File: src/rtl/mips_cpu_pkg.sv
// Shared definitions for the MIPS execute-control slice.
// Both the sequencer and the ALU use the ALU opcode enum from this package.
// The package also holds the opcode, funct and REGIMM rt encodings, the
// sequencer state enum, the decoder output struct and the branch condition
// helper.
package mips_cpu_pkg;

  // ALU opcode shared by the sequencer and the ALU datapath.
  typedef enum logic [3:0] {
    ALU_ADDU = 4'h0,
    ALU_SUBU = 4'h1,
    ALU_AND  = 4'h2,
    ALU_OR   = 4'h3,
    ALU_XOR  = 4'h4,
    ALU_SRL  = 4'h5,
    ALU_SRA  = 4'h6,
    ALU_SLL  = 4'h7,
    ALU_SLT  = 4'h8,
    ALU_SLTU = 4'h9
  } alu_control_t;

  // Primary opcodes (instr[31:26]).
  localparam logic [5:0] OP_RTYPE  = 6'h00;
  localparam logic [5:0] OP_REGIMM = 6'h01;
  localparam logic [5:0] OP_BEQ    = 6'h04;
  localparam logic [5:0] OP_BNE    = 6'h05;
  localparam logic [5:0] OP_BLEZ   = 6'h06;
  localparam logic [5:0] OP_BGTZ   = 6'h07;
  localparam logic [5:0] OP_ADDIU  = 6'h09;
  localparam logic [5:0] OP_SLTI   = 6'h0A;
  localparam logic [5:0] OP_SLTIU  = 6'h0B;
  localparam logic [5:0] OP_ANDI   = 6'h0C;
  localparam logic [5:0] OP_ORI    = 6'h0D;
  localparam logic [5:0] OP_XORI   = 6'h0E;

  // R-type funct codes (instr[5:0]).
  localparam logic [5:0] FN_SLL  = 6'h00;
  localparam logic [5:0] FN_SRL  = 6'h02;
  localparam logic [5:0] FN_SRA  = 6'h03;
  localparam logic [5:0] FN_SLLV = 6'h04;
  localparam logic [5:0] FN_SRLV = 6'h06;
  localparam logic [5:0] FN_SRAV = 6'h07;
  localparam logic [5:0] FN_ADDU = 6'h21;
  localparam logic [5:0] FN_SUBU = 6'h23;
  localparam logic [5:0] FN_AND  = 6'h24;
  localparam logic [5:0] FN_OR   = 6'h25;
  localparam logic [5:0] FN_XOR  = 6'h26;
  localparam logic [5:0] FN_SLT  = 6'h2A;
  localparam logic [5:0] FN_SLTU = 6'h2B;

  // REGIMM rt selectors (instr[20:16]).
  localparam logic [4:0] RT_BLTZ = 5'h00;
  localparam logic [4:0] RT_BGEZ = 5'h01;

  typedef enum logic [1:0] {
    ST_IDLE      = 2'd0,
    ST_DECODE    = 2'd1,
    ST_EXECUTE   = 2'd2,
    ST_WRITEBACK = 2'd3
  } state_t;

  typedef enum logic [1:0] {
    CLS_ALU     = 2'd0,
    CLS_BRANCH  = 2'd1,
    CLS_ILLEGAL = 2'd2
  } instr_class_t;

  typedef enum logic [2:0] {
    BR_EQ  = 3'd0,
    BR_NE  = 3'd1,
    BR_LEZ = 3'd2,
    BR_GTZ = 3'd3,
    BR_LTZ = 3'd4,
    BR_GEZ = 3'd5
  } branch_cond_t;

  typedef struct packed {
    alu_control_t alu_ctrl;
    logic [4:0]   shift_amt;
    logic         src_imm;
    logic         sign_ext;
    logic         dst_rd;
    instr_class_t cls;
    branch_cond_t cond;
  } decode_t;

  // Debug view of the sequencer: state, latched class and sampled flags
  // (flags ordered {zero, equal, negative}).
  typedef struct packed {
    state_t       state;
    instr_class_t cls;
    logic [2:0]   flags;
  } dbg_t;

  function automatic logic branch_cond_met(input branch_cond_t cond,
                                           input logic zero,
                                           input logic equal,
                                           input logic negative);
    logic taken;
    taken = 1'b0;
    case (cond)
      BR_EQ:   taken = equal;
      BR_NE:   taken = !equal;
      BR_LEZ:  taken = zero | negative;
      BR_GTZ:  taken = !zero & !negative;
      BR_LTZ:  taken = negative;
      BR_GEZ:  taken = !negative;
      default: taken = 1'b0;
    endcase
    return taken;
  endfunction

endpackage

File: src/rtl/mips_cpu_exec_control_if.sv
// Bundle of the signals between the execute-control sequencer and its
// surroundings (fetch stage, register file, ALU).
//
// Handshake: an instruction transfers on a rising clk edge where
// instr_valid && instr_ready are both 1. Once instr_valid is raised, instr
// must stay stable until that edge. instr_ready depends only on the
// sequencer state and reset, never on instr_valid.
//
// Modports:
//   slave  - the sequencer: takes instructions, rs_shamt and ALU flags;
//            drives ALU controls, write-back/branch pulses and done.
//   master - the environment driving the sequencer (fetch + datapath).
interface mips_cpu_exec_control_if;
  import mips_cpu_pkg::*;

  logic         instr_valid;
  logic         instr_ready;
  logic [31:0]  instr;
  logic [4:0]   rs_shamt;
  alu_control_t alu_control;
  logic [4:0]   alu_shift_amt;
  logic         alu_src_imm;
  logic         imm_sign_ext;
  logic         zero;
  logic         equal;
  logic         negative;
  logic         reg_write;
  logic         reg_dst_rd;
  logic         branch_taken;
  logic         illegal;
  logic         done;

  modport slave (
    input  instr_valid, instr, rs_shamt, zero, equal, negative,
    output instr_ready, alu_control, alu_shift_amt, alu_src_imm,
           imm_sign_ext, reg_write, reg_dst_rd, branch_taken, illegal, done
  );

  modport master (
    output instr_valid, instr, rs_shamt, zero, equal, negative,
    input  instr_ready, alu_control, alu_shift_amt, alu_src_imm,
           imm_sign_ext, reg_write, reg_dst_rd, branch_taken, illegal, done
  );

endinterface

File: src/rtl/mips_cpu_alu_op_decode.sv
// Purely combinational instruction decoder.
// Ports:
//   instr    in  32  latched instruction word
//   rs_shamt in  5   rs[4:0] from the register file, used by variable shifts
//   dec      out     decode_t: ALU opcode, shift amount, operand selects,
//                    instruction class and branch condition
// Anything not recognised is classed illegal with all controls at their
// defaults (ADDU, shift 0, selects 0).
module mips_cpu_alu_op_decode
  import mips_cpu_pkg::*;
(
  input  logic [31:0] instr,
  input  logic [4:0]  rs_shamt,
  output decode_t     dec
);

  logic [5:0] w_opcode;
  logic [5:0] w_funct;
  logic [4:0] w_rt;
  logic [4:0] w_shamt;
  logic       w_unused;

  assign w_opcode = instr[31:26];
  assign w_funct  = instr[5:0];
  assign w_rt     = instr[20:16];
  assign w_shamt  = instr[10:6];
  // rs and rd fields are routed to the register file, not needed here.
  assign w_unused = ^{instr[25:21], instr[15:11]};

  always_comb begin
    dec          = '0;
    dec.alu_ctrl = ALU_ADDU;
    dec.cls      = CLS_ILLEGAL;
    dec.cond     = BR_EQ;

    case (w_opcode)
      OP_RTYPE: begin
        dec.cls    = CLS_ALU;
        dec.dst_rd = 1'b1;
        case (w_funct)
          FN_ADDU: dec.alu_ctrl = ALU_ADDU;
          FN_SUBU: dec.alu_ctrl = ALU_SUBU;
          FN_AND:  dec.alu_ctrl = ALU_AND;
          FN_OR:   dec.alu_ctrl = ALU_OR;
          FN_XOR:  dec.alu_ctrl = ALU_XOR;
          FN_SLT:  dec.alu_ctrl = ALU_SLT;
          FN_SLTU: dec.alu_ctrl = ALU_SLTU;
          FN_SLL:  begin dec.alu_ctrl = ALU_SLL; dec.shift_amt = w_shamt;  end
          FN_SRL:  begin dec.alu_ctrl = ALU_SRL; dec.shift_amt = w_shamt;  end
          FN_SRA:  begin dec.alu_ctrl = ALU_SRA; dec.shift_amt = w_shamt;  end
          FN_SLLV: begin dec.alu_ctrl = ALU_SLL; dec.shift_amt = rs_shamt; end
          FN_SRLV: begin dec.alu_ctrl = ALU_SRL; dec.shift_amt = rs_shamt; end
          FN_SRAV: begin dec.alu_ctrl = ALU_SRA; dec.shift_amt = rs_shamt; end
          default: begin
            dec.cls    = CLS_ILLEGAL;
            dec.dst_rd = 1'b0;
          end
        endcase
      end

      OP_ADDIU, OP_SLTI, OP_SLTIU, OP_ANDI, OP_ORI, OP_XORI: begin
        dec.cls      = CLS_ALU;
        dec.src_imm  = 1'b1;
        // Arithmetic/compare immediates are signed; logical ones are not.
        dec.sign_ext = (w_opcode == OP_ADDIU) || (w_opcode == OP_SLTI) ||
                       (w_opcode == OP_SLTIU);
        case (w_opcode)
          OP_SLTI:  dec.alu_ctrl = ALU_SLT;
          OP_SLTIU: dec.alu_ctrl = ALU_SLTU;
          OP_ANDI:  dec.alu_ctrl = ALU_AND;
          OP_ORI:   dec.alu_ctrl = ALU_OR;
          OP_XORI:  dec.alu_ctrl = ALU_XOR;
          default:  dec.alu_ctrl = ALU_ADDU;
        endcase
      end

      // Branches compare through the ALU subtractor; flags pick the outcome.
      OP_BEQ:  begin dec.cls = CLS_BRANCH; dec.alu_ctrl = ALU_SUBU; dec.cond = BR_EQ;  end
      OP_BNE:  begin dec.cls = CLS_BRANCH; dec.alu_ctrl = ALU_SUBU; dec.cond = BR_NE;  end
      OP_BLEZ: begin dec.cls = CLS_BRANCH; dec.alu_ctrl = ALU_SUBU; dec.cond = BR_LEZ; end
      OP_BGTZ: begin dec.cls = CLS_BRANCH; dec.alu_ctrl = ALU_SUBU; dec.cond = BR_GTZ; end

      OP_REGIMM: begin
        if (w_rt == RT_BLTZ) begin
          dec.cls      = CLS_BRANCH;
          dec.alu_ctrl = ALU_SUBU;
          dec.cond     = BR_LTZ;
        end else if (w_rt == RT_BGEZ) begin
          dec.cls      = CLS_BRANCH;
          dec.alu_ctrl = ALU_SUBU;
          dec.cond     = BR_GEZ;
        end
      end

      default: ;
    endcase
  end

endmodule

File: src/rtl/mips_cpu_exec_control.sv
// Multi-cycle execute-control sequencer.
// Takes one instruction per handshake, decodes it, holds the ALU controls
// for one execute cycle, samples the ALU flags, then pulses reg_write,
// branch_taken or illegal together with done. Each instruction occupies
// exactly four cycles: IDLE -> DECODE -> EXECUTE -> WRITEBACK.
// Ports:
//   clk      in   system clock, rising edge
//   reset_n  in   asynchronous active-low reset
//   bus      slave modport of mips_cpu_exec_control_if (fetch handshake,
//            rs_shamt, ALU controls and flags, write-back/branch pulses)
//   dbg      out  state, latched class and sampled flags
module mips_cpu_exec_control
  import mips_cpu_pkg::*;
(
  input  logic                           clk,
  input  logic                           reset_n,
  mips_cpu_exec_control_if.slave         bus,
  output dbg_t                           dbg
);

  state_t       r_state;
  logic [31:0]  r_instr;
  alu_control_t r_alu_control;
  logic [4:0]   r_shift_amt;
  logic         r_src_imm;
  logic         r_sign_ext;
  logic         r_dst_rd;
  instr_class_t r_cls;
  branch_cond_t r_cond;
  logic [2:0]   r_flags;
  logic         r_reg_write;
  logic         r_branch_taken;
  logic         r_illegal;
  logic         r_done;

  decode_t      w_dec;

  // Decodes the latched word; rs_shamt is consumed while in DECODE.
  mips_cpu_alu_op_decode u_decode (
    .instr    (r_instr),
    .rs_shamt (bus.rs_shamt),
    .dec      (w_dec)
  );

  always_ff @(posedge clk or negedge reset_n) begin
    if (!reset_n) begin
      r_state        <= ST_IDLE;
      r_instr        <= '0;
      r_alu_control  <= ALU_ADDU;
      r_shift_amt    <= '0;
      r_src_imm      <= 1'b0;
      r_sign_ext     <= 1'b0;
      r_dst_rd       <= 1'b0;
      r_cls          <= CLS_ALU;
      r_cond         <= BR_EQ;
      r_flags        <= '0;
      r_reg_write    <= 1'b0;
      r_branch_taken <= 1'b0;
      r_illegal      <= 1'b0;
      r_done         <= 1'b0;
    end else begin
      // Pulses last one cycle unless re-armed below.
      r_reg_write    <= 1'b0;
      r_branch_taken <= 1'b0;
      r_illegal      <= 1'b0;
      r_done         <= 1'b0;

      case (r_state)
        ST_IDLE: begin
          if (bus.instr_valid) begin
            r_instr <= bus.instr;
            r_state <= ST_DECODE;
          end
        end

        ST_DECODE: begin
          r_alu_control <= w_dec.alu_ctrl;
          r_shift_amt   <= w_dec.shift_amt;
          r_src_imm     <= w_dec.src_imm;
          r_sign_ext    <= w_dec.sign_ext;
          r_dst_rd      <= w_dec.dst_rd;
          r_cls         <= w_dec.cls;
          r_cond        <= w_dec.cond;
          r_state       <= ST_EXECUTE;
        end

        ST_EXECUTE: begin
          // Flags are sampled on this edge only; the write-back pulses are
          // formed from the same sampled values so they appear registered.
          r_flags        <= {bus.zero, bus.equal, bus.negative};
          r_done         <= 1'b1;
          r_reg_write    <= (r_cls == CLS_ALU);
          r_illegal      <= (r_cls == CLS_ILLEGAL);
          r_branch_taken <= (r_cls == CLS_BRANCH) &&
                            branch_cond_met(r_cond, bus.zero, bus.equal,
                                            bus.negative);
          r_state        <= ST_WRITEBACK;
        end

        ST_WRITEBACK: begin
          r_alu_control <= ALU_ADDU;
          r_shift_amt   <= '0;
          r_src_imm     <= 1'b0;
          r_sign_ext    <= 1'b0;
          r_dst_rd      <= 1'b0;
          r_instr       <= '0;
          r_state       <= ST_IDLE;
        end

        default: r_state <= ST_IDLE;
      endcase
    end
  end

  // Qualified with reset_n so ready is low while reset is held and high in
  // the first cycle after release.
  assign bus.instr_ready   = (r_state == ST_IDLE) && reset_n;
  assign bus.alu_control   = r_alu_control;
  assign bus.alu_shift_amt = r_shift_amt;
  assign bus.alu_src_imm   = r_src_imm;
  assign bus.imm_sign_ext  = r_sign_ext;
  assign bus.reg_dst_rd    = r_dst_rd;
  assign bus.reg_write     = r_reg_write;
  assign bus.branch_taken  = r_branch_taken;
  assign bus.illegal       = r_illegal;
  assign bus.done          = r_done;

  assign dbg.state = r_state;
  assign dbg.cls   = r_cls;
  assign dbg.flags = r_flags;

endmodule

File: src/flat_wrapper.sv
// flat-port wrapper written by rule: the top's interface ports become plain ports
module mips_cpu_exec_control_flat import mips_cpu_pkg::*;
  (clk, reset_n, dbg, bus_instr_valid, bus_instr, bus_rs_shamt, bus_zero, bus_equal, bus_negative, bus_instr_ready, bus_alu_control, bus_alu_shift_amt, bus_alu_src_imm, bus_imm_sign_ext, bus_reg_write, bus_reg_dst_rd, bus_branch_taken, bus_illegal, bus_done);
  mips_cpu_exec_control_if bus_i ();
  input  logic clk;
  input  logic reset_n;
  output dbg_t dbg;
  input wire logic [$bits(bus_i.instr_valid)-1:0] bus_instr_valid;
  input wire logic [$bits(bus_i.instr)-1:0] bus_instr;
  input wire logic [$bits(bus_i.rs_shamt)-1:0] bus_rs_shamt;
  input wire logic [$bits(bus_i.zero)-1:0] bus_zero;
  input wire logic [$bits(bus_i.equal)-1:0] bus_equal;
  input wire logic [$bits(bus_i.negative)-1:0] bus_negative;
  output wire logic [$bits(bus_i.instr_ready)-1:0] bus_instr_ready;
  output wire logic [$bits(bus_i.alu_control)-1:0] bus_alu_control;
  output wire logic [$bits(bus_i.alu_shift_amt)-1:0] bus_alu_shift_amt;
  output wire logic [$bits(bus_i.alu_src_imm)-1:0] bus_alu_src_imm;
  output wire logic [$bits(bus_i.imm_sign_ext)-1:0] bus_imm_sign_ext;
  output wire logic [$bits(bus_i.reg_write)-1:0] bus_reg_write;
  output wire logic [$bits(bus_i.reg_dst_rd)-1:0] bus_reg_dst_rd;
  output wire logic [$bits(bus_i.branch_taken)-1:0] bus_branch_taken;
  output wire logic [$bits(bus_i.illegal)-1:0] bus_illegal;
  output wire logic [$bits(bus_i.done)-1:0] bus_done;
  assign bus_i.instr_valid = bus_instr_valid;
  assign bus_i.instr = bus_instr;
  assign bus_i.rs_shamt = bus_rs_shamt;
  assign bus_i.zero = bus_zero;
  assign bus_i.equal = bus_equal;
  assign bus_i.negative = bus_negative;
  assign bus_instr_ready = bus_i.instr_ready;
  assign bus_alu_control = bus_i.alu_control;
  assign bus_alu_shift_amt = bus_i.alu_shift_amt;
  assign bus_alu_src_imm = bus_i.alu_src_imm;
  assign bus_imm_sign_ext = bus_i.imm_sign_ext;
  assign bus_reg_write = bus_i.reg_write;
  assign bus_reg_dst_rd = bus_i.reg_dst_rd;
  assign bus_branch_taken = bus_i.branch_taken;
  assign bus_illegal = bus_i.illegal;
  assign bus_done = bus_i.done;
  mips_cpu_exec_control u_core (.clk(clk), .reset_n(reset_n), .bus(bus_i), .dbg(dbg));
endmodule
File: config.mk
export PLATFORM = sky130hd
export DESIGN_NAME = mips_cpu_exec_control_flat
export DESIGN_NICKNAME = d
export VERILOG_FILES = /design/src/rtl/mips_cpu_pkg.sv /design/src/rtl/mips_cpu_exec_control_if.sv /design/src/rtl/mips_cpu_alu_op_decode.sv /design/src/rtl/mips_cpu_exec_control.sv /design/src/flat_wrapper.sv
export SDC_FILE = /design/constraint.sdc
export NUM_CORES = 1
export LEC_CHECK = 0
export CAP_MARGIN = 20
export CORE_MARGIN = 4
export CORE_UTILIZATION = 35
export DETAILED_ROUTE_END_ITERATION = 8
export SLEW_MARGIN = 5
export SYNTH_ARGS = -nofsm -noshare
export SYNTH_HDL_FRONTEND = slang
export SYNTH_SLANG_ARGS = --single-unit
File: constraint.sdc
create_clock -name clk -period 2.5 [get_ports clk]
set_input_delay 0.75 -clock clk [delete_from_list [all_inputs] [get_ports clk]]
set_output_delay 0.75 -clock clk [all_outputs]
set_load 0.005 [all_outputs]
Word-level counts from Yosys, hierarchy flattened. Index checks and enable logic that the tools add are counted.

Register bits after elaboration: 58. Output and inout port bits: 24. Logic and storage cells: 104.

Equal/unequal tests: 35. Muxes and demuxes: 29. Bitwise logic cells: 2. Reduce and logical (&&, ||, !) cells: 24.

Operator list (number): 32-bit one-hot mux with 2 select lines (1); 6-bit by 3-bit equality test with 1-bit output, second input constant (7); 6-bit equality test, second input constant (7); 6-bit by 4-bit equality test with 1-bit output, second input constant (6); 4-bit one-hot mux with 9 select lines (1); 32-bit two-way mux (1); 4-bit one-hot mux with 5 select lines (1); 5-bit one-hot mux with 2 select lines (2); 2-bit one-hot mux with 4 select lines (2); 4-bit one-hot mux with 4 select lines (1); 5-bit two-way mux (3); 13-bit OR reduction (1); 6-bit by 2-bit equality test with 1-bit output, second input constant (2); 6-bit zero test (2); 3-bit one-hot mux with 4 select lines (1); 4-bit one-hot mux with 2 select lines (1); 1-bit two-way mux (7); 2-bit equality test, second input constant (3); 3-bit by 2-bit equality test with 1-bit output, second input constant (2); 3-bit equality test, second input constant (2); 6-bit by 1-bit equality test with 1-bit output, second input constant (1); 1-bit one-hot mux with 2 select lines (3); 1-bit one-hot mux with 6 select lines (1); 2-bit OR reduction (3); 20 further kinds (29).

Depth between registers and ports, before layout.
Depth after elaboration: 6. Mapped depth: 6. Depth with buffers taken out: 6.

Modules after synthesis. A second synthesis with hierarchy kept.

Cells, all modules: 309. Area total of the unflattened synthesis: 2946.6 um^2.

By module, submodules not included: mips_cpu_exec_control (instances 1, cells each 224, area an instance 2439.8 um^2, seq. area each 1451.4 um^2); mips_cpu_alu_op_decode (instances 1, cells each 85, area an instance 506.7 um^2, seq. area each 0.0 um^2).

Worst setup path after synthesis. No wires, ideal clock.

Kind: reg2reg. Start point: register u_core.r_state[1]. End point: register u_core.r_src_imm (netlist: u_core.bus.alu_src_imm). Arrival: 1.714 ns. Setup slack: 0.709 ns. Cell stages (with the launch flop): 6. Period minus slack after synthesis: 1.791 ns. Path through: dfrtp_1 inv_1 ha_1 or3b_1 or4_1 a21oi_1.

Longest elaborated chain between the ends: 2. Elaborated cells between the ends (all ways): 4. Classes of those cells: eq/ne: 2; mux: 1; reduce/logical: 1.

Ends and longest elaborated chain: start, declared (RTL line mips_cpu_exec_control.sv:21) `state_t r_state;`; start signal, assigned (RTL line mips_cpu_exec_control.sv:47) `r_state <= ST_IDLE;`; start signal, assigned (RTL line mips_cpu_exec_control.sv:72) `r_state <= ST_DECODE;`; start signal, assigned (RTL line mips_cpu_exec_control.sv:84) `r_state <= ST_EXECUTE;`; 2-bit equality test / 2-bit by 1-bit equality test with 1-bit output (equally long branches) (RTL line mips_cpu_exec_control.sv:68) `case (r_state)`; 1-bit one-hot mux with 2 select lines / 2-bit nonzero test (equally long branches); end signal, assigned (RTL line mips_cpu_exec_control.sv:79) `r_src_imm <= w_dec.src_imm;`; end, declared (RTL line mips_cpu_exec_control.sv:25) `logic r_src_imm;`.

Several ways; a longest one is shown, not always the timed one. A chain may end at the register's enable or synchronous reset.

Worst setup path after layout.
Start point: register u_core.r_state[0]. End point: output port bus_instr_ready.

Longest elaborated chain between the ends: 2.

Ends and longest elaborated chain: 2-bit zero test (RTL line mips_cpu_exec_control.sv:117) `assign bus.instr_ready = (r_state == ST_IDLE) && reset_n;`; 1-bit logical AND (RTL line mips_cpu_exec_control.sv:117); end, declared (RTL line flat_wrapper.sv:14) `output wire logic [$bits(bus_i.instr_ready)-1:0] bus_instr_ready;`.

Every way passes these cells.

==> results_dict.tcl <==
set metrics [dict create \
    synth_edf_count 0 \
    crit_chain "inv_1 -> ha_4 -> and2_1 -> clkdlybuf4s50_1" \
    critical_path_class "reg -> out" \
    synth_cell_types 52 \
    syn_area_um2 2392 \
    drc_errors 0 \
    drive_gt1_frac 0.08170 \
    dp_cells 375 \
    cp_slowest_cell "clkdlybuf4s50_1" \
    gp_congestion 0.7971 \
    die_h_um 90.68 \
    cts_tree "done" \
    cts.sinks 48 \
    grt_pass1_wl_mm 8.921 \
    powerDensity_nw_per_um2 1099 \
    firstDrtPassIters 4 \
    cts_buffer_depth 2 \
    grt_pass1_vias 1823 \
    dp_hpwl_mm 3.833 \
    critPathMaxFanout 5 \
    rsz0062_at_grt "no" \
    drv_slew 0 \
    synth_nets 299 \
    coreArea_um2 6495 \
    port_buffers 56 \
    cp-end-kind "output pin" \
    routed_via_density 4.922 \
    regArea_um2 1201 \
    num_rows 29 \
    hp-class "reg -> reg" \
    worst_slack_ns 0.07234 \
    die_w_um 90.68 \
    ys_seq_area_frac 0.5021 \
    final_core_util 0.4812 \
    syn2layout_area_growth_pct 30.65 \
    min_period_over_period 0.9711 \
    place_ws_ns 0.2660 \
    max_freq_mhz 411.9 \
    synth_top_area_frac 0.5021 \
    syn_avg_cell_area_um2 9.493 \
    clk_latency_ns 0.30 \
    nets 352 \
    numCtsBuffers 5 \
    start_kind "register" \
    cpPeakStageDelay_ns 0.49 \
    synthTopCellsByCount "54 x nand2_1, 48 x dfrtp_1, 25 x o21ai_1" \
    fin_skew_ns 0.006532 \
    ys.warnings.count 0 \
    postSynthRegisterBits 48 \
    antennaDiodeCount 0 \
    whs_ns 0.4889 \
    synth_ff_type "dfrtp_1" \
    fill_cells 596 \
    dieArea_um2 8222 \
    grt.total_usage 0.1335 \
    relSlewSlack 0.5963 \
    cts-root-buf "clkbuf_8" \
    grt_start_max_net_pins 49 \
    crit_family "buffers and inverters" \
    async_flop_share 1.000 \
    wl_per_cell_um 13.72 \
    ios 67 \
    post_cts_buffers 0 \
    worstReg2RegStart "u_core.r_state[1]" \
    synthTopCellsByArea "dfrtp_1 50%, nand2_1 8.5%, o21ai_1 5.2%, mux2i_1 3.3%, ha_1 2.1%" \
    detail-route-antenna-nets 0 \
    setup_violations 0 \
    drt_iter0_drc 53 \
    drv_cap 0 \
    yosys.area.top_type "dfrtp_1" \
    multiInputGateArea_um2 1096 \
    hold_start "u_core.r_flags[2]" \
    final.min_clock_period_ns 2.428 \
    outcome "completed" \
    grt.overflow.total 0 \
    startpoint "u_core.r_state[0]" \
    num_vias 1885 \
    leakage_nw 1.344 \
    instances_no_fill 383 \
    wirelength_mm 5.255 \
    htree_levels 2 \
    critPathRequiredTime_ns 1.75 \
    worst_pin_slew_ns 0.6001 \
    crit_arrival_ns 1.68 \
    yosys.cell_count.top_type "nand2_1" \
    final_hold_viol_count 0 \
    peakVddDrop_uv 416.6 \
    start_util 0.3683 \
    clkSlewWorstSetupHoldPaths_ns 0.09 \
    fin_tns_setup_ns 0 \
    antenna_found_initial 0 \
    worst-path-buf-inv 2 \
    synth_cells 252 \
]
power breakdown:
group | internal (mW) | leakage [nW] | switching, mW
registers | 1.06 | 0.619 | 0.344
clock network | 0.226 | 0.0455 | 0.247
logic | 0.769 | 0.679 | 0.789
total | 2.05 | 1.34 | 1.38
flip-flops by register name, summed over array words and instances (netlist names), 2 cells and up:
| signal | cells |
|---|---|
| u_core.r_state | 2 |
| u_core.bus.alu_control | 4 |
| u_core.r_flags | 3 |
| u_core.r_instr | 22 |
| u_core.bus.alu_shift_amt | 5 |
| u_core.r_cls | 2 |
| u_core.r_cond | 3 |
worst paths after layout:
check | endpoint | slack, ns | depth (start not counted)
worst max-delay path | bus_instr_ready | 0.07 | 4
worst min-delay path | u_core.r_flags[2] | 0.49 | 1
worst max register to register | u_core.bus.alu_src_imm | 0.60 | 5
worst min register to register | u_core.r_flags[2] | 0.49 | 1
max in group asynchronous | u_core.r_instr[10] | 1.53 | 2
min in group asynchronous | u_core.bus.done | 0.57 | 2
stage by stage:
stage / area, um^2 / power (mW)
after global routing: 3126 / 3.743
after global placement: 3023 / 2.932
final: 3126 / 3.434
after CTS: 3126 / 3.471
after floorplan: 2392 / 2.387
after detailed placement: 3023 / 2.970
worst reg2reg max path, delay by kind of cell, from the launching register on:
family | cells | cell delay [ns]
buf+inv | 1 | 0.11
compound gates | 1 | 0.14
simple gates | 2 | 0.93
fa+ha+maj | 1 | 0.22
flops | 1 | 0.43
cells by family after synthesis:
group                    synth area share
AND/OR/NAND/NOR                    0.2139
buffers and inverters             0.05021
flip-flops                         0.5021
multiplexers                      0.04759
XOR/XNOR                         0.007324
AO/OA/AOI/OAI                      0.1580
adder cells (fa/ha/maj)           0.02092
cells in the final DEF (no fill, tap or decap), types with 2 or more instances in the layout:
cell type | Yosys | routed
mux2_1 | 3 | 3
o21ai_1 | 25 | 25
nand2b_1 | 4 | 4
a21oi_1 | 5 | 5
or3_1 | 2 | 2
clkbuf_8 | 0 | 6
clkdlybuf4s50_1 | 0 | 55
nand4_1 | 2 | 2
xor2_1 | 2 | 2
nand3_1 | 5 | 5
o211ai_1 | 2 | 2
or3b_1 | 2 | 2
ha_1 | 4 | 3
nor3_1 | 2 | 2
nor4_1 | 2 | 2
mux2i_1 | 8 | 7
o21ai_0 | 4 | 4
inv_1 | 10 | 9
nand2_2 | 2 | 2
nand2_1 | 54 | 54
a211o_1 | 2 | 2
nor2_1 | 10 | 10
nor3b_1 | 3 | 3
nor4b_1 | 2 | 2
dfrtp_1 | 48 | 48
buf_4 | 0 | 3
o22ai_1 | 4 | 4
o21ai_2 | 5 | 5
o31ai_1 | 2 | 2
nor2b_1 | 2 | 2
clkbuf_1 | 10 | 2
metal layers:
layer  track usage  vias up  wire [um]
met2        0.2014       49       2250
met3       0.03250        9        283
met4       0.04719        0         78
met1        0.1859      851       2642
met5             0        -          0
li1              -      976          -
cell type report:
type | instances | area share
sequential | 48 | 0.3843
inverter | 11 | 0.01401
timing repair buffer | 60 | 0.1914
tap | 77 | 0.03082
multi-input combinational | 179 | 0.3507
clock buffer | 8 | 0.02882
timing repair:
action	4_1_cts	5_1_grt
endpoints found under the hold margin	0	0
gates resized for setup	2	1
hold buffers	0	0
endpoints found under the setup margin	1	1
(Power assumes the default switching activity.)
==> variant 1: new RTL, same flow settings <==
Make the reset (`reset_n`) synchronous in one clocked block. Comments in the files are not updated.
--- a/src/rtl/mips_cpu_exec_control.sv
+++ b/src/rtl/mips_cpu_exec_control.sv
@@ -42,7 +42,7 @@
     .dec      (w_dec)
   );
 
-  always_ff @(posedge clk or negedge reset_n) begin
+  always_ff @(posedge clk) begin
     if (!reset_n) begin
       r_state        <= ST_IDLE;
       r_instr        <= '0;
Behaviour: differs if reset_n is asserted again (counterexample within 4 cycles, from zero or initial values and one cycle with reset_n low); with reset_n held inactive, the same outputs for 10 cycles.
==> variant 1 against the unedited design <==
Setup slack gained 0.080 ns. Utilization down 0.72 points. Critical endpoint unchanged. Die area fell by 1.3%. Sequential cell count did not move. Power decreased by 22%. Cell area shrank 2.0%. Area after synthesis shrank 1.5%. Clock power down 7.8%. Routed wire length increased by 3.4%.
==> variant 1: results (changes against the unedited design) <==
- Max Fclk: 0.426 GHz (was 0.412 GHz)
- GR Util met2: 22.2% (was 20.1%)
- Asr flop ratio synth: 0% (was 100%)
- Total power: 0.00269 W (was 0.00343 W)
- Main flop type after synthesis: dfxtp_1 (was dfrtp_1)
- Worst Tran Pin Value: 0.510 ns (was 0.600 ns)
- Worst R2R End: u_core.bus.alu_shift_amt[0]$_SDFFE_PN0P_ (was u_core.bus.alu_src_imm$_DFFE_PN0P_)
- Worst path max stage delay: 0.43 ns (was 0.49 ns)
- Met3 Routed Length: 175 um (was 283 um)
- Placed inst area: 2990 um^2 (was 3020 um^2)
- Critical Path AT: 1.60 ns (was 1.68 ns)
- Worst Hold End: u_core.bus.alu_control[2]$_SDFFE_PN0P_ (was u_core.r_flags[2]$_DFFE_PN0P_)
- Outcome: finished, final reports clean (unchanged)
- Cells after Synth: 268 (was 252)
- Final cell count without fillers: 392 (was 383)
- Routed WL: 5430 um (was 5260 um)
- Hold slack: 0.454 ns (was 0.489 ns)
- Met1 wire length: 2740 um (was 2640 um)
- Fill count: 665 (was 596)
- Final layout net count: 362 (was 352)
- HP Start: u_core.bus.alu_control[2]$_SDFFE_PN0P_ (was u_core.r_flags[2]$_DFFE_PN0P_)
- Post-synthesis compound-gate area fraction: 16.9% (was 15.8%)
- Global-route usage over all layers: 14.0% (was 13.3%)
- Met3 usage: 3.09% (was 3.25%)
- Worst IR Drop VDD: 457 uV (was 417 uV)
- Crit-path max FO: 2 (was 5)
- Post-synthesis adder-cell area fraction: 2.12% (was 2.09%)
- Mux share of post-synthesis cell area: 4.67% (was 4.76%)
- Drt initial violations: 120 (was 53)
[variant 1: cell count changes after synthesis, sizes merged, moves of 23 or more]
cell,delta
dfrtp,-48
dfxtp,+48
nand2,-42
nor2b,+28
a21oi,+23
[variant 1: repair_timing]
item                       in CTS  in global routing
setup endpoints to repair       1                  0
hold buffers                    0                  0
gates resized for setup         1                  0
[variant 1: area by class of cell]
cell class / instances / area, um^2 / area share (%)
inverters: 10 / 37.5 / 1.23
clock buffers: 6 / 72.6 / 2.37
repair buffers: 61 / 609 / 19.9
flip-flops and latches: 48 / 961 / 31.4
multi-input cells: 189 / 1280 / 41.8
well taps: 77 / 96.3 / 3.15
clock inverters: 1 / 5.00 / 0.163
[variant 1: logic make-up (layout without fill, tap and decap cells)]
logic type,after synthesis,count (layout)
DFF,48,48
xor gates and xnor gates,2,2
AOI/OAI and AO/OA,63,63
and+or+nand+nor,109,109
adders and majority gates,4,4
buffers and inverters,31,78
muxes,11,11
==> variant 2: new RTL, config.mk and constraints unchanged <==
Without the edit above. Re-encode `branch_cond_t` (6 values) as one-hot, 6 bits wide.
--- a/src/rtl/mips_cpu_pkg.sv
+++ b/src/rtl/mips_cpu_pkg.sv
@@ -65,13 +65,13 @@
     CLS_ILLEGAL = 2'd2
   } instr_class_t;
 
-  typedef enum logic [2:0] {
-    BR_EQ  = 3'd0,
-    BR_NE  = 3'd1,
-    BR_LEZ = 3'd2,
-    BR_GTZ = 3'd3,
-    BR_LTZ = 3'd4,
-    BR_GEZ = 3'd5
+  typedef enum logic [5:0] {
+    BR_EQ  = 6'b000001,
+    BR_NE  = 6'b000010,
+    BR_LEZ = 6'b000100,
+    BR_GTZ = 6'b001000,
+    BR_LTZ = 6'b010000,
+    BR_GEZ = 6'b100000
   } branch_cond_t;
 
   typedef struct packed {
Function: no difference found for any inputs over 10 cycles, from zero or initial values and one cycle with reset_n low; not proved beyond that.
==> variant 2 against the unedited design <==
Sequential cell count up 3. Cell area rose by 8.4%. Area after synthesis is 7.5% higher. Highest routed layer unchanged. Power grew 12%. Cell count increased by 11%. Global-route usage is 1.2 points higher. Non-clock buffer count increased by 2. Fmax increased by 3.2%. Setup slack gained 0.075 ns. Critical path depth stayed put. Routed wire length grew 16%. Die area increased by 6.8%.
==> variant 2: results (changes against the unedited design) <==
- Routed vias/inst: 5.05 (was 4.92)
- Post-synthesis compound-gate area fraction: 17.7% (was 15.8%)
- Synth top area cells: dfrtp_1 49%, o21ai_0 6.8%, nand2_1 5.8% (was dfrtp_1 50%, nand2_1 8.5%, o21ai_1 5.2%)
- Leak: 1.41 nW (was 1.34 nW)
- Outcome: finished, final reports clean (unchanged)
- Fill count: 694 (was 596)
- First-pass GRT wire length: 10200 um (was 8920 um)
- Syn nets: 326 (was 299)
- Post-synthesis adder-cell area fraction: 1.95% (was 2.09%)
- Pre-antenna DRT Iters: 5 (was 4)
- Cell variety after synth: 44 (was 52)
- Drt initial violations: 167 (was 53)
- Global-route usage over all layers: 14.5% (was 13.3%)
- Layout cells sized above 1: 7.85% (was 8.17%)
- Top cells by count, synth: 50 x dfrtp_1, 40 x nand2_1, 35 x o21ai_0, 24 x nand2b_1 (was 54 x nand2_1, 48 x dfrtp_1, 25 x o21ai_1)
- Synth Area in XOR/XNOR: 0% (was 0.732%)
- Placed inst area: 3240 um^2 (was 3020 um^2)
- Mux share of post-synthesis cell area: 3.65% (was 4.76%)
- Vias in the first global route: 2075 (was 1823)
- Final layout net count: 377 (was 352)
- Switch Pwr: 0.00149 W (was 0.00138 W)
- Max reg flops: 22 (unchanged)
- Sequential fraction of the synthesis area: 49.7% (was 50.2%)
- Crit-path max FO: 4 (was 5)
- Worst IR Drop VDD: 455 uV (was 417 uV)
- Critical Path AT: 1.60 ns (was 1.68 ns)
- Routability congestion estimate: 0.815 (was 0.797)
- Clk_skew: 0.0123 ns (was 0.00653 ns)
- Largest net degree at the start of global routing: 52 (was 49)
- Routed WL: 6110 um (was 5260 um)
- Count leader, synth: dfrtp_1 (was nand2_1)
- Type of the tightest min-delay check: flop to flop (unchanged)
- Clock Latency Late Sink: 0.32 ns (was 0.30 ns)
- DP HPWL: 4350 um (was 3830 um)
==> variant 2: repair_timing <==
| action | 4_1_cts | 5_1_grt |
|---|---|---|
| resized for setup | 0 | 0 |
| buffers inserted | 0 | 1 |
| setup endpoints to repair | 0 | 1 |
==> variant 2: layout make-up <==
type | count | area, um^2 | share of cell area (%)
sequential | 51 | 1280 | 37.7
multi-input combinational | 201 | 1200 | 35.5
timing repair buffer | 62 | 613 | 18.1
tap | 96 | 120 | 3.55
clock inverter | 3 | 71.3 | 2.11
clock buffer | 5 | 68.8 | 2.03
inverter | 9 | 33.8 | 0.997
==> variant 2: power by group through the flow <==
stage / Sequential [W] / Clock, W / Combinational [W]
finish: 0.00145 / 0.000704 / 0.00167
global route: 0.00151 / 0.000754 / 0.00188
CTS: 0.00146 / 0.000722 / 0.00168
detailed placement: 0.00147 / 0 / 0.00167
global placement: 0.00146 / 0 / 0.00163
floorplan: 0.00130 / 0 / 0.00119
==> variant 2: worst max-delay path, cell delays in order, from the launching register on <==
cell	delay, ns
dfrtp_1	0.42
inv_1	0.11
ha_1	0.16
and2_1	0.12
clkdlybuf4s50_1	0.49
==> variant 2: through the flow <==
step / cells / power (W) / setup WS, ns / util [%]
6_report: 427 / 0.00383 / 0.147 / 48.5
5_1_grt: 427 / 0.00415 / 0.0330 / 48.5
4_1_cts: 426 / 0.00386 / 0.104 / 48.4
3_5_place_dp: 418 / 0.00314 / 0.274 / 46.4
3_3_place_gp: 418 / 0.00309 / 0.272 / 46.4
2_1_floorplan: 279 / 0.00248 / 0.857 / -
==> variant 2: final timing paths <==
path | from | endpoint | slack [ns] | depth (start not counted)
setup reg to reg | u_core.r_instr[28]$_DFFE_PN0P_ | u_core.bus.alu_shift_amt[1]$_DFFE_PN0P_ | 0.59 | 4
min in group asynchronous | reset_n | u_core.r_flags[0]$_DFFE_PN0P_ | 0.57 | 2
hold / removal | u_core.r_instr[20]$_DFFE_PN0P_ | u_core.r_instr[20]$_DFFE_PN0P_ | 0.48 | 2
hold reg to reg | u_core.r_instr[20]$_DFFE_PN0P_ | u_core.r_instr[20]$_DFFE_PN0P_ | 0.48 | 2
setup / recovery | u_core.r_state[1]$_DFFE_PN0P_ | bus_instr_ready | 0.15 | 4
max in group asynchronous | reset_n | u_core.r_instr[0]$_DFFE_PN0P_ | 1.48 | 2
==> variant 2: routing by layer <==
layer  share of wire [%]  up-vias  track usage [%]
met2                  46       62             23.1
met1                  47     1012             19.6
met5                   0        -                0
li1                    -     1077                -
met3                 5.3        6             3.45
met4                 1.1        0             4.21
